===== src/rtl/spw_pll_ctrl_pkg.sv =====
// Shared types and constants for the SpaceWire TX PLL sequencer.
package spw_pll_ctrl_pkg;

  typedef enum logic [2:0] {
    RESET_PLL  = 3'd0,
    WAIT_LOCK  = 3'd1,
    STABLE_CHK = 3'd2,
    RUN        = 3'd3,
    GATE       = 3'd4,
    SWITCH     = 3'd5,
    SETTLE     = 3'd6,
    FAULT      = 3'd7
  } pll_state_e;

  localparam logic [2:0] SEL_5M   = 3'd0;
  localparam logic [2:0] SEL_10M  = 3'd1;
  localparam logic [2:0] SEL_50M  = 3'd2;
  localparam logic [2:0] SEL_100M = 3'd3;
  localparam logic [2:0] SEL_200M = 3'd4;
  localparam int         NUM_TX_CLKS = 5;
  localparam logic [2:0] SEL_LAST = SEL_200M;

  function automatic int max_of(input int a, input int b);
    return (a > b) ? a : b;
  endfunction

endpackage


===== src/rtl/spw_sync_2ff.sv =====
// Two-flop synchronizer for the asynchronous PLL lock indication.
module spw_sync_2ff (
  input  logic i_clk,
  input  logic i_rst,
  input  logic i_async,
  output logic o_sync
);

  logic r_meta;
  logic r_sync;

  always_ff @(posedge i_clk or posedge i_rst) begin
    if (i_rst) begin
      r_meta <= 1'b0;
      r_sync <= 1'b0;
    end else begin
      r_meta <= i_async;
      r_sync <= r_meta;
    end
  end

  assign o_sync = r_sync;

endmodule


===== src/rtl/spw_ulight_pll_tx_ctrl.sv =====
// TX PLL sequencer: PLL reset/lock/retry handling and gated TX rate switching.
// state      | meaning
// RESET_PLL  | pll_rst pulse
// WAIT_LOCK  | wait for lock, timeout -> retry or fault
// STABLE_CHK | lock must hold for LOCK_STABLE cycles
// RUN        | clocks up, rate requests accepted
// GATE       | tx_clk_en low before the select change
// SWITCH     | new select applied
// SETTLE     | tx_clk_en low after the select change
// FAULT      | terminal lock failure
module spw_ulight_pll_tx_ctrl
  import spw_pll_ctrl_pkg::*;
#(
  parameter int RST_CYCLES   = 16,
  parameter int LOCK_TIMEOUT = 50000,
  parameter int LOCK_STABLE  = 256,
  parameter int GATE_CYCLES  = 8,
  parameter int MAX_RETRY    = 3,
  parameter int DEFAULT_SEL  = 1
) (
  input  logic                               i_refclk,
  input  logic                               i_rst,
  input  logic                               i_pll_locked,
  output logic                               o_pll_rst,
  input  logic                               i_rate_req,
  input  logic [2:0]                         i_rate_sel,
  output logic                               o_rate_ack,
  output logic                               o_rate_err,
  output logic [2:0]                         o_tx_clk_sel,
  output logic                               o_tx_clk_en,
  output logic                               o_clk_ready,
  output logic                               o_fault,
  output logic [$clog2(MAX_RETRY+1)-1:0]     o_retry_cnt,
  output logic [2:0]                         o_state
);

  localparam int CNT_MAX = max_of(max_of(RST_CYCLES, LOCK_TIMEOUT), max_of(LOCK_STABLE, GATE_CYCLES));
  localparam int CNT_W   = $clog2(CNT_MAX + 1);
  localparam int RTY_W   = $clog2(MAX_RETRY + 1);

  typedef logic [CNT_W-1:0] cnt_t;
  typedef logic [RTY_W-1:0] rty_t;

  localparam cnt_t RST_LAST    = cnt_t'(RST_CYCLES - 1);
  localparam cnt_t TO_LAST     = cnt_t'(LOCK_TIMEOUT - 1);
  localparam cnt_t STABLE_LAST = cnt_t'(LOCK_STABLE - 1);
  localparam cnt_t GATE_LAST   = cnt_t'(GATE_CYCLES - 1);
  localparam rty_t RTY_LIMIT   = rty_t'(MAX_RETRY);
  localparam logic [2:0] SEL_RST = 3'(DEFAULT_SEL);

  pll_state_e r_state, w_state;
  cnt_t       r_cnt, w_cnt, w_cnt_inc;
  rty_t       r_retry, w_retry;
  logic [2:0] r_pend, w_pend;
  logic [2:0] r_sel, w_sel;
  logic       r_pll_rst, w_pll_rst;
  logic       r_en, w_en;
  logic       r_ready, w_ready;
  logic       r_ack, w_ack;
  logic       r_err, w_err;
  logic       r_fault, w_fault;
  logic       w_lock;

  spw_sync_2ff u_lock_sync (
    .i_clk   (i_refclk),
    .i_rst   (i_rst),
    .i_async (i_pll_locked),
    .o_sync  (w_lock)
  );

  always_ff @(posedge i_refclk or posedge i_rst) begin
    if (i_rst) begin
      r_state   <= RESET_PLL;
      r_cnt     <= '0;
      r_retry   <= '0;
      r_pend    <= SEL_RST;
      r_sel     <= SEL_RST;
      r_pll_rst <= 1'b1;
      r_en      <= 1'b0;
      r_ready   <= 1'b0;
      r_ack     <= 1'b0;
      r_err     <= 1'b0;
      r_fault   <= 1'b0;
    end else begin
      r_state   <= w_state;
      r_cnt     <= w_cnt;
      r_retry   <= w_retry;
      r_pend    <= w_pend;
      r_sel     <= w_sel;
      r_pll_rst <= w_pll_rst;
      r_en      <= w_en;
      r_ready   <= w_ready;
      r_ack     <= w_ack;
      r_err     <= w_err;
      r_fault   <= w_fault;
    end
  end

  always_comb begin
    w_state   = r_state;
    w_cnt_inc = (&r_cnt) ? r_cnt : r_cnt + cnt_t'(1);
    w_cnt     = r_cnt;
    w_retry   = r_retry;
    w_pend    = r_pend;
    w_sel     = r_sel;
    w_pll_rst = r_pll_rst;
    w_en      = r_en;
    w_ready   = r_ready;
    w_ack     = 1'b0;
    w_err     = 1'b0;
    w_fault   = r_fault;

    case (r_state)
      RESET_PLL: begin
        if (r_cnt == RST_LAST) begin
          w_state   = WAIT_LOCK;
          w_cnt     = '0;
          w_pll_rst = 1'b0;
        end else begin
          w_cnt = w_cnt_inc;
        end
      end
      WAIT_LOCK: begin
        if (w_lock) begin
          w_state = STABLE_CHK;
          w_cnt   = '0;
        end else if (r_cnt == TO_LAST) begin
          w_retry   = r_retry + rty_t'(1);
          w_cnt     = '0;
          w_pll_rst = 1'b1;
          if (w_retry == RTY_LIMIT) begin
            w_state = FAULT;
            w_fault = 1'b1;
          end else begin
            w_state = RESET_PLL;
          end
        end else begin
          w_cnt = w_cnt_inc;
        end
      end
      STABLE_CHK: begin
        if (!w_lock) begin
          w_state = WAIT_LOCK;
          w_cnt   = '0;
        end else if (r_cnt == STABLE_LAST) begin
          w_state = RUN;
          w_cnt   = '0;
          w_retry = '0;
          w_en    = 1'b1;
          w_ready = 1'b1;
        end else begin
          w_cnt = w_cnt_inc;
        end
      end
      RUN: begin
        if (i_rate_req) begin
          if (i_rate_sel > SEL_LAST) begin
            w_ack = 1'b1;
            w_err = 1'b1;
          end else if (i_rate_sel == r_sel) begin
            w_ack = 1'b1;
          end else begin
            w_pend  = i_rate_sel;
            w_state = GATE;
            w_cnt   = '0;
            w_en    = 1'b0;
            w_ready = 1'b0;
          end
        end
      end
      GATE: begin
        if (r_cnt == GATE_LAST) begin
          w_state = SWITCH;
          w_cnt   = '0;
          w_sel   = r_pend;
        end else begin
          w_cnt = w_cnt_inc;
        end
      end
      SWITCH: begin
        w_state = SETTLE;
        w_cnt   = '0;
      end
      SETTLE: begin
        if (r_cnt == GATE_LAST) begin
          w_state = RUN;
          w_cnt   = '0;
          w_en    = 1'b1;
          w_ready = 1'b1;
          w_ack   = 1'b1;
        end else begin
          w_cnt = w_cnt_inc;
        end
      end
      default: begin
        w_pll_rst = 1'b1;
        w_en      = 1'b0;
        w_ready   = 1'b0;
        w_fault   = 1'b1;
        w_ack     = i_rate_req;
        w_err     = i_rate_req;
      end
    endcase

    // Lock loss outranks every transition above; the select is never touched here.
    if (!w_lock && (r_state inside {RUN, GATE, SWITCH, SETTLE})) begin
      w_state   = RESET_PLL;
      w_cnt     = '0;
      w_pll_rst = 1'b1;
      w_en      = 1'b0;
      w_ready   = 1'b0;
      w_sel     = r_sel;
      w_pend    = r_pend;
      w_ack     = (r_state != RUN) || i_rate_req;
      w_err     = (r_state != RUN) || i_rate_req;
    end
  end

  assign o_pll_rst    = r_pll_rst;
  assign o_rate_ack   = r_ack;
  assign o_rate_err   = r_err;
  assign o_tx_clk_sel = r_sel;
  assign o_tx_clk_en  = r_en;
  assign o_clk_ready  = r_ready;
  assign o_fault      = r_fault;
  assign o_retry_cnt  = r_retry;
  assign o_state      = r_state;

endmodule

===== config.mk =====
export PLATFORM = sky130hd
export DESIGN_NAME = spw_ulight_pll_tx_ctrl
export DESIGN_NICKNAME = d
export VERILOG_FILES = /design/src/rtl/spw_pll_ctrl_pkg.sv /design/src/rtl/spw_sync_2ff.sv /design/src/rtl/spw_ulight_pll_tx_ctrl.sv
export SDC_FILE = /design/constraint.sdc
export NUM_CORES = 1
export LEC_CHECK = 0
export BUFFER_PORTS_ARGS = -buffer_cell sky130_fd_sc_hd__buf_4
export CORE_MARGIN = 2
export CORE_UTILIZATION = 58
export CTS_CLUSTER_SIZE = 30
export DETAILED_ROUTE_END_ITERATION = 10
export MAX_ROUTING_LAYER = met4
export PLACE_DENSITY = 0.79
export SLEW_MARGIN = 20
export SYNTH_ARGS = -nofsm -noshare
export SYNTH_HDL_FRONTEND = slang
export SYNTH_SLANG_ARGS = --single-unit

===== constraint.sdc =====
create_clock -name i_refclk -period 2.7 [get_ports i_refclk]
set_input_delay 0.135 -clock i_refclk [delete_from_list [all_inputs] [get_ports i_refclk]]
set_output_delay 0.135 -clock i_refclk [all_outputs]
set_load 0.05 [all_outputs]

After elaboration in Yosys (flattened, before gate mapping)
Cells that the tools add are included.
- magnitude comparators: 1
- equality and inequality tests: 32
- add/subtract/negate cells: 2
- muxes and demuxes: 57
- bitwise gates (word level): 4
- reduce and logical (&&, ||, !) cells: 23
- operator list (cell ; count):
    2-to-1 mux 16 bit ; 11
    case mux 16 bit (6 select lines) ; 1
    2-to-1 mux 3 bit ; 12
    2-to-1 mux 1 bit ; 22
    != test 3 x 2 -> 1 bit (second input constant) ; 7
    case mux 3 bit (7 select lines) ; 1
    adder 16 x 1 -> 16 bit (second input constant) ; 1
    == test 16 bit (second input constant) ; 1
    == test 16 x 3 -> 1 bit (second input constant) ; 1
    == test 16 x 4 -> 1 bit (second input constant) ; 1
    == test 16 x 8 -> 1 bit (second input constant) ; 1
    AND reduction 16 bit ; 1
    != test 3 bit (second input constant) ; 4
    AND reduction 4 bit ; 3
    OR reduction 6 bit ; 2
    AND reduction 5 bit ; 2
    OR reduction 5 bit ; 2
    == test 3 bit (second input constant) ; 3
    AND reduction 9 bit ; 1
    2-to-1 mux 2 bit ; 4
    != test 2 bit (second input constant) ; 4
    nonzero test 8 bit ; 1
    AND reduction 7 bit ; 1
    nonzero test 7 bit ; 1
    23 further kinds ; 31
- output and inout bits: 14
- word-level logic and storage cells: 131
- input bits: 7
- register bits after elaboration: 34

Longest topological paths before layout
- depth after elaboration: 7
- gate-level depth with buffers: 9
- mapped depth without buffers: 7

Hierarchy
Synthesis repeated with hierarchy kept, for this count alone.
- cells, all modules: 242
- area total of the unflattened synthesis: 2245.9 um^2
- modules (own cells, without submodules) (module ; instances ; area each (um^2) ; cells each ; seq. area each (um^2)):
    spw_ulight_pll_tx_ctrl ; 1 ; 2192.1 ; 239 ; 804.5
    spw_sync_2ff ; 1 ; 53.8 ; 3 ; 50.0

Least setup slack after synthesis
OpenSTA, ideal clock, no wires.
- path type: reg-to-reg
- start point: register r_state[2] (netlist: o_state[2])
- end point: register r_cnt[13]
- setup time: 0.099 ns
- data required time: 2.601 ns
- period minus slack after synthesis: 2.293 ns
- cell stages (with the launch flop): 9
- setup slack: 0.407 ns
- path buffers: 3
- data arrival time: 2.194 ns
- cell sequence: dfrtp_1 clkbuf_1 nand2b_1 a311o_1 and2_1 clkbuf_1 clkbuf_1 nor2_1 a311oi_1
- word-level cells in the longest chain between the ends: 5
- elaborated cells between the ends (all ways): 17
- classes of those cells: 9 x eq/ne; 2 x mux; 6 x reduce/logical
- ends and longest elaborated chain (item ; RTL line ; source):
    start, declared ; spw_ulight_pll_tx_ctrl.sv:51 ; pll_state_e r_state, w_state;
    start signal, assigned ; spw_ulight_pll_tx_ctrl.sv:85 ; r_state <= w_state;
    == test 3 x 2 -> 1 bit or == test 3 bit (tied branches) ; spw_ulight_pll_tx_ctrl.sv:113, spw_ulight_pll_tx_ctrl.sv:206 ;
    nonzero test 4 bit ; spw_ulight_pll_tx_ctrl.sv:206 ; if (!w_lock && (r_state inside {RUN, GATE, SWITCH, SETTLE})) begin
    logical AND 1 bit ; spw_ulight_pll_tx_ctrl.sv:206 ;
    nonzero test 7 bit (no line) or != test 3 x 2 -> 1 bit (tied branches) ; - ;
    AND reduction 4 bit (no line) ; - ;
    end signal, assigned ; spw_ulight_pll_tx_ctrl.sv:86 ; r_cnt <= w_cnt;
    end, declared ; spw_ulight_pll_tx_ctrl.sv:52 ; cnt_t r_cnt, w_cnt, w_cnt_inc;
Parallel ways exist; a longest one is shown, timed or not.
A chain may end at the register's enable or synchronous reset.

Worst setup path after layout
- start point: register r_cnt[0]
- end point: register r_cnt[14]
- word-level cells in the longest chain between the ends: 6
- elaborated cells between the ends (all ways): 15
- classes of those cells: 1 x add/sub; 4 x eq/ne; 9 x mux; 1 x reduce/logical
- ends and longest elaborated chain (item ; RTL line ; source):
    adder 16 x 1 -> 16 bit or AND reduction 16 bit (tied branches) ; spw_ulight_pll_tx_ctrl.sv:101 ; w_cnt_inc = (&r_cnt) ? r_cnt : r_cnt + cnt_t'(1);
    2-to-1 mux 16 bit ; spw_ulight_pll_tx_ctrl.sv:101 ;
    2-to-1 mux 16 bit, on equally long branches ; spw_ulight_pll_tx_ctrl.sv:145, spw_ulight_pll_tx_ctrl.sv:127 ;
    2-to-1 mux 16 bit, on equally long branches ; spw_ulight_pll_tx_ctrl.sv:142, spw_ulight_pll_tx_ctrl.sv:124 ;
    case mux 16 bit (6 select lines) * ; spw_ulight_pll_tx_ctrl.sv:113 ; case (r_state)
    2-to-1 mux 16 bit * ; spw_ulight_pll_tx_ctrl.sv:206 ;
Mark *: on every way between the ends. The rest lies on a longest branch, timed or not.

==> impl_metrics.ini <==
[clock_tree]
cts.reportedPaths.clkPinSlew_ps = 100
cts_buffer_depth = 2
h_tree_level_count = 2
insertion_delay_ps = 340
tritoncts.num_buffers = 5
cts_tree = built
ctsRootBufferMaster = sky130_fd_sc_hd__clkbuf_4
clock_sink_count = 34

[power]
powerDensity_nw_per_um2 = 741
max_rail_drop_vdd_mv = 0.410
post-layout-total-power_mw = 1.69
power_leakage_nw = 0.970

[timing]
timing_worst_slew_pin_value_ps = 630
timing.slew.headroom_pct = 58.0
setup_violations = 0
period_share_pct = 90.6
unrepaired_setup_endpoints_after_global_routing = no
setup_tns_ps = 0
post-route-worst-setup-slack_ps = 255
drv_slew = 0
finalHoldViolCount = 0
finalClockSkew_ps = 3.80
max_freq_mhz = 409
post-route-min-period_ps = 2450

[cells_and_area]
design.final.nets = 256
area.growth.synth_to_final_pct = 13.8
final_design_area_no_fill_sq_um = 2290
insertedDiodeCount = 0
drive_gt1_share_pct = 19.4
fin_cells = 294

[logic_synthesis]
ys_async_sr_fraction_pct = 100
total_nets_after_synthesis = 232
synth.yosys.seq_area_share_pct = 42.6
synthMostInstantiatedCell = sky130_fd_sc_hd__dfrtp_1
synth-warning-count = 0
netlist_area_sq_um = 2010
synth_edf_count = 0
netlist_instances = 223
synth.cells.most_frequent = sky130_fd_sc_hd__dfrtp_1, sky130_fd_sc_hd__nor2_1, sky130_fd_sc_hd__nand2_1
post_synth_num_cell_types = 50
yosys.area.top_type_share_pct = 38.6
postSynth.topFlopCell = sky130_fd_sc_hd__dfrtp_1
syn_avg_cell_area_sq_um = 9.01
ys_top_cells_by_area = sky130_fd_sc_hd__dfrtp_1, sky130_fd_sc_hd__xnor2_1, sky130_fd_sc_hd__nor2_1
synth-seq-cells = 34
yosysTopAreaCell = sky130_fd_sc_hd__dfrtp_1

[placement]
placed_cell_area_sq_um = 2210
place.detailed.hpwl_um = 3130
placement.io_buffers = 20
placed_cells = 284
gp_congestion = 0.877
place_ws_ps = 318

[critical_path]
crit_path_end_kind = flip-flop
cp_data_required_time_ps = 2920
cp.arrival_ps = 2670
worstSetupStartpointType = flip-flop
worstSetupPathType = reg -> reg
critical_path.max_fanout = 15

[detailed_routing]
drt-pass1-iter-count = 4
initialDrtViolationCount = 155
drcViolationCount = 0
route.detailed.wl_per_inst_um = 14.5
via_to_cell_ratio = 5.92
final_routed_wirelength_across_all_metal_layers_um = 4280
antenna_violating_nets_post_route = 0
vias = 1741

[floorplanning]
die_height_um = 62.8
core_region_area_sq_um = 3340
die_area_sq_um = 3950
fp.dieW_um = 62.8
num_rows = 21
starting_density_of_the_core_pct = 60.2
floorplan.io_pins = 21

[global_routing]
grt_start_max_net_pins = 35
number_of_global_route_vias_before_repair = 1568
antenna_violations_before_repair = 0
first_pass_grt_wire_length_um = 7380
gr-usage-all-layers_pct = 24.7
grt_overflow_total = 0

[worst_hold_path]
hp-class = in -> reg

[flow_run]
max_cap_viol_count = 0

[status]
outcome = finished, final reports clean
-- worst max-delay path, cell delays in order (launching register included) --
cell and delay [ps]:
sky130_fd_sc_hd__dfrtp_1 400, sky130_fd_sc_hd__ha_1 230, sky130_fd_sc_hd__and3b_1 250, sky130_fd_sc_hd__nand4_1 120, sky130_fd_sc_hd__or3_1 360, sky130_fd_sc_hd__a311o_2 470
sky130_fd_sc_hd__a21oi_4 380, sky130_fd_sc_hd__nor3_1 110
-- final timing paths --
kind                                    start            endpoint  slack, ps  depth (start not counted)
max in group asynchronous               i_rst           r_pend[0]       1940                          4
max reg2reg                          r_cnt[0]           r_cnt[14]        250                          7
max                                  r_cnt[0]           r_cnt[14]        250                          7
min                             i_rate_sel[2]           r_pend[2]         50                          2
min reg2reg                u_lock_sync.r_meta  u_lock_sync.o_sync        360                          0
min in group asynchronous               i_rst          o_rate_ack        430                          4
-- timing repair --
item,CTS,global route
hold buffers,2,0
buffers inserted,0,0
gates resized for setup,0,0
endpoints found under the hold margin,32,0
-- cells in the final DEF, fill, tap and decap left out, drive strengths merged, types with 2 or more instances in the layout --
cell type    synthesis  final
dfrtp               31     31
nor2                27     27
buf                  4     26
nand2               24     24
xnor2               14     14
nand3               13     13
nor3                12     12
o21ai               10     10
nor4                10     10
clkbuf               7      7
mux2                 6      6
a21oi                6      6
nor2b                5      5
inv                  5      5
nand2b               4      4
nand4                4      4
nor3b                3      3
a21o                 3      3
dfstp                3      3
and4                 3      3
and3                 2      2
or4                  2      2
a31oi                2      2
a311oi               2      2
ha                   2      2
dlygate4sd3          0      2
a311o                2      2
-- power by group --
part | total (mW) | switching, mW | internal (mW)
sequential | 0.681 | 0.0838 | 0.598
combinational | 0.719 | 0.466 | 0.254
clock | 0.293 | 0.167 | 0.126
total | 1.69 | 0.717 | 0.977
-- kinds of logic (layout without fill, tap and decap cells) --
| group | Yosys count | count (layout) | synth area share (%) |
|---|---|---|---|
| flops | 34 | 34 | 42.6 |
| buf+inv | 16 | 41 | 3.68 |
| mux | 7 | 7 | 3.86 |
| compound gates | 35 | 35 | 12.3 |
| xor+xnor | 15 | 15 | 6.54 |
| simple gates | 114 | 114 | 29.8 |
| fa+ha+maj | 2 | 2 | 1.25 |
-- area by class of cell --
| class | instances | area (sq um) |
|---|---|---|
| Multi-Input combinational cell | 173 | 1080 |
| Clock buffer | 7 | 55.1 |
| Tap cell | 46 | 57.6 |
| Fill cell | 286 | 1050 |
| Sequential cell | 34 | 855 |
| Inverter | 5 | 18.8 |
| Timing Repair Buffer | 28 | 215 |
| Clock inverter | 1 | 5.00 |
-- state kept, by name, summed over array words and instances, names as in the netlist --
signal and flops:
o_rate_ack 1, o_clk_ready 1, r_cnt 16, o_pll_rst 1
o_tx_clk_sel 3, o_retry_cnt 2, u_lock_sync.r_meta 1, o_state 3
o_rate_err 1, r_pend 3, u_lock_sync.o_sync 1, o_fault 1
-- metrics by stage --
| stage | hold WS [ps] | utilization, % |
|---|---|---|
| global placement | 245 | 66.1 |
| detailed placement | 246 | 66.1 |
| CTS | 37.3 | 68.5 |
| global route | 35.5 | 68.5 |
| floorplan | 166 | - |
| finish | 45.3 | 68.5 |
-- layer usage --
metal | up-vias | global-route usage, % | share of wire (%)
li1 | 850 | - | -
met1 | 836 | 31.1 | 45
met2 | 49 | 38.2 | 49
met3 | 6 | 5.77 | 4.7
met4 | 0 | 10.6 | 1.6
met5 | - | - | 0
Power figures use the tool's default switching activity.
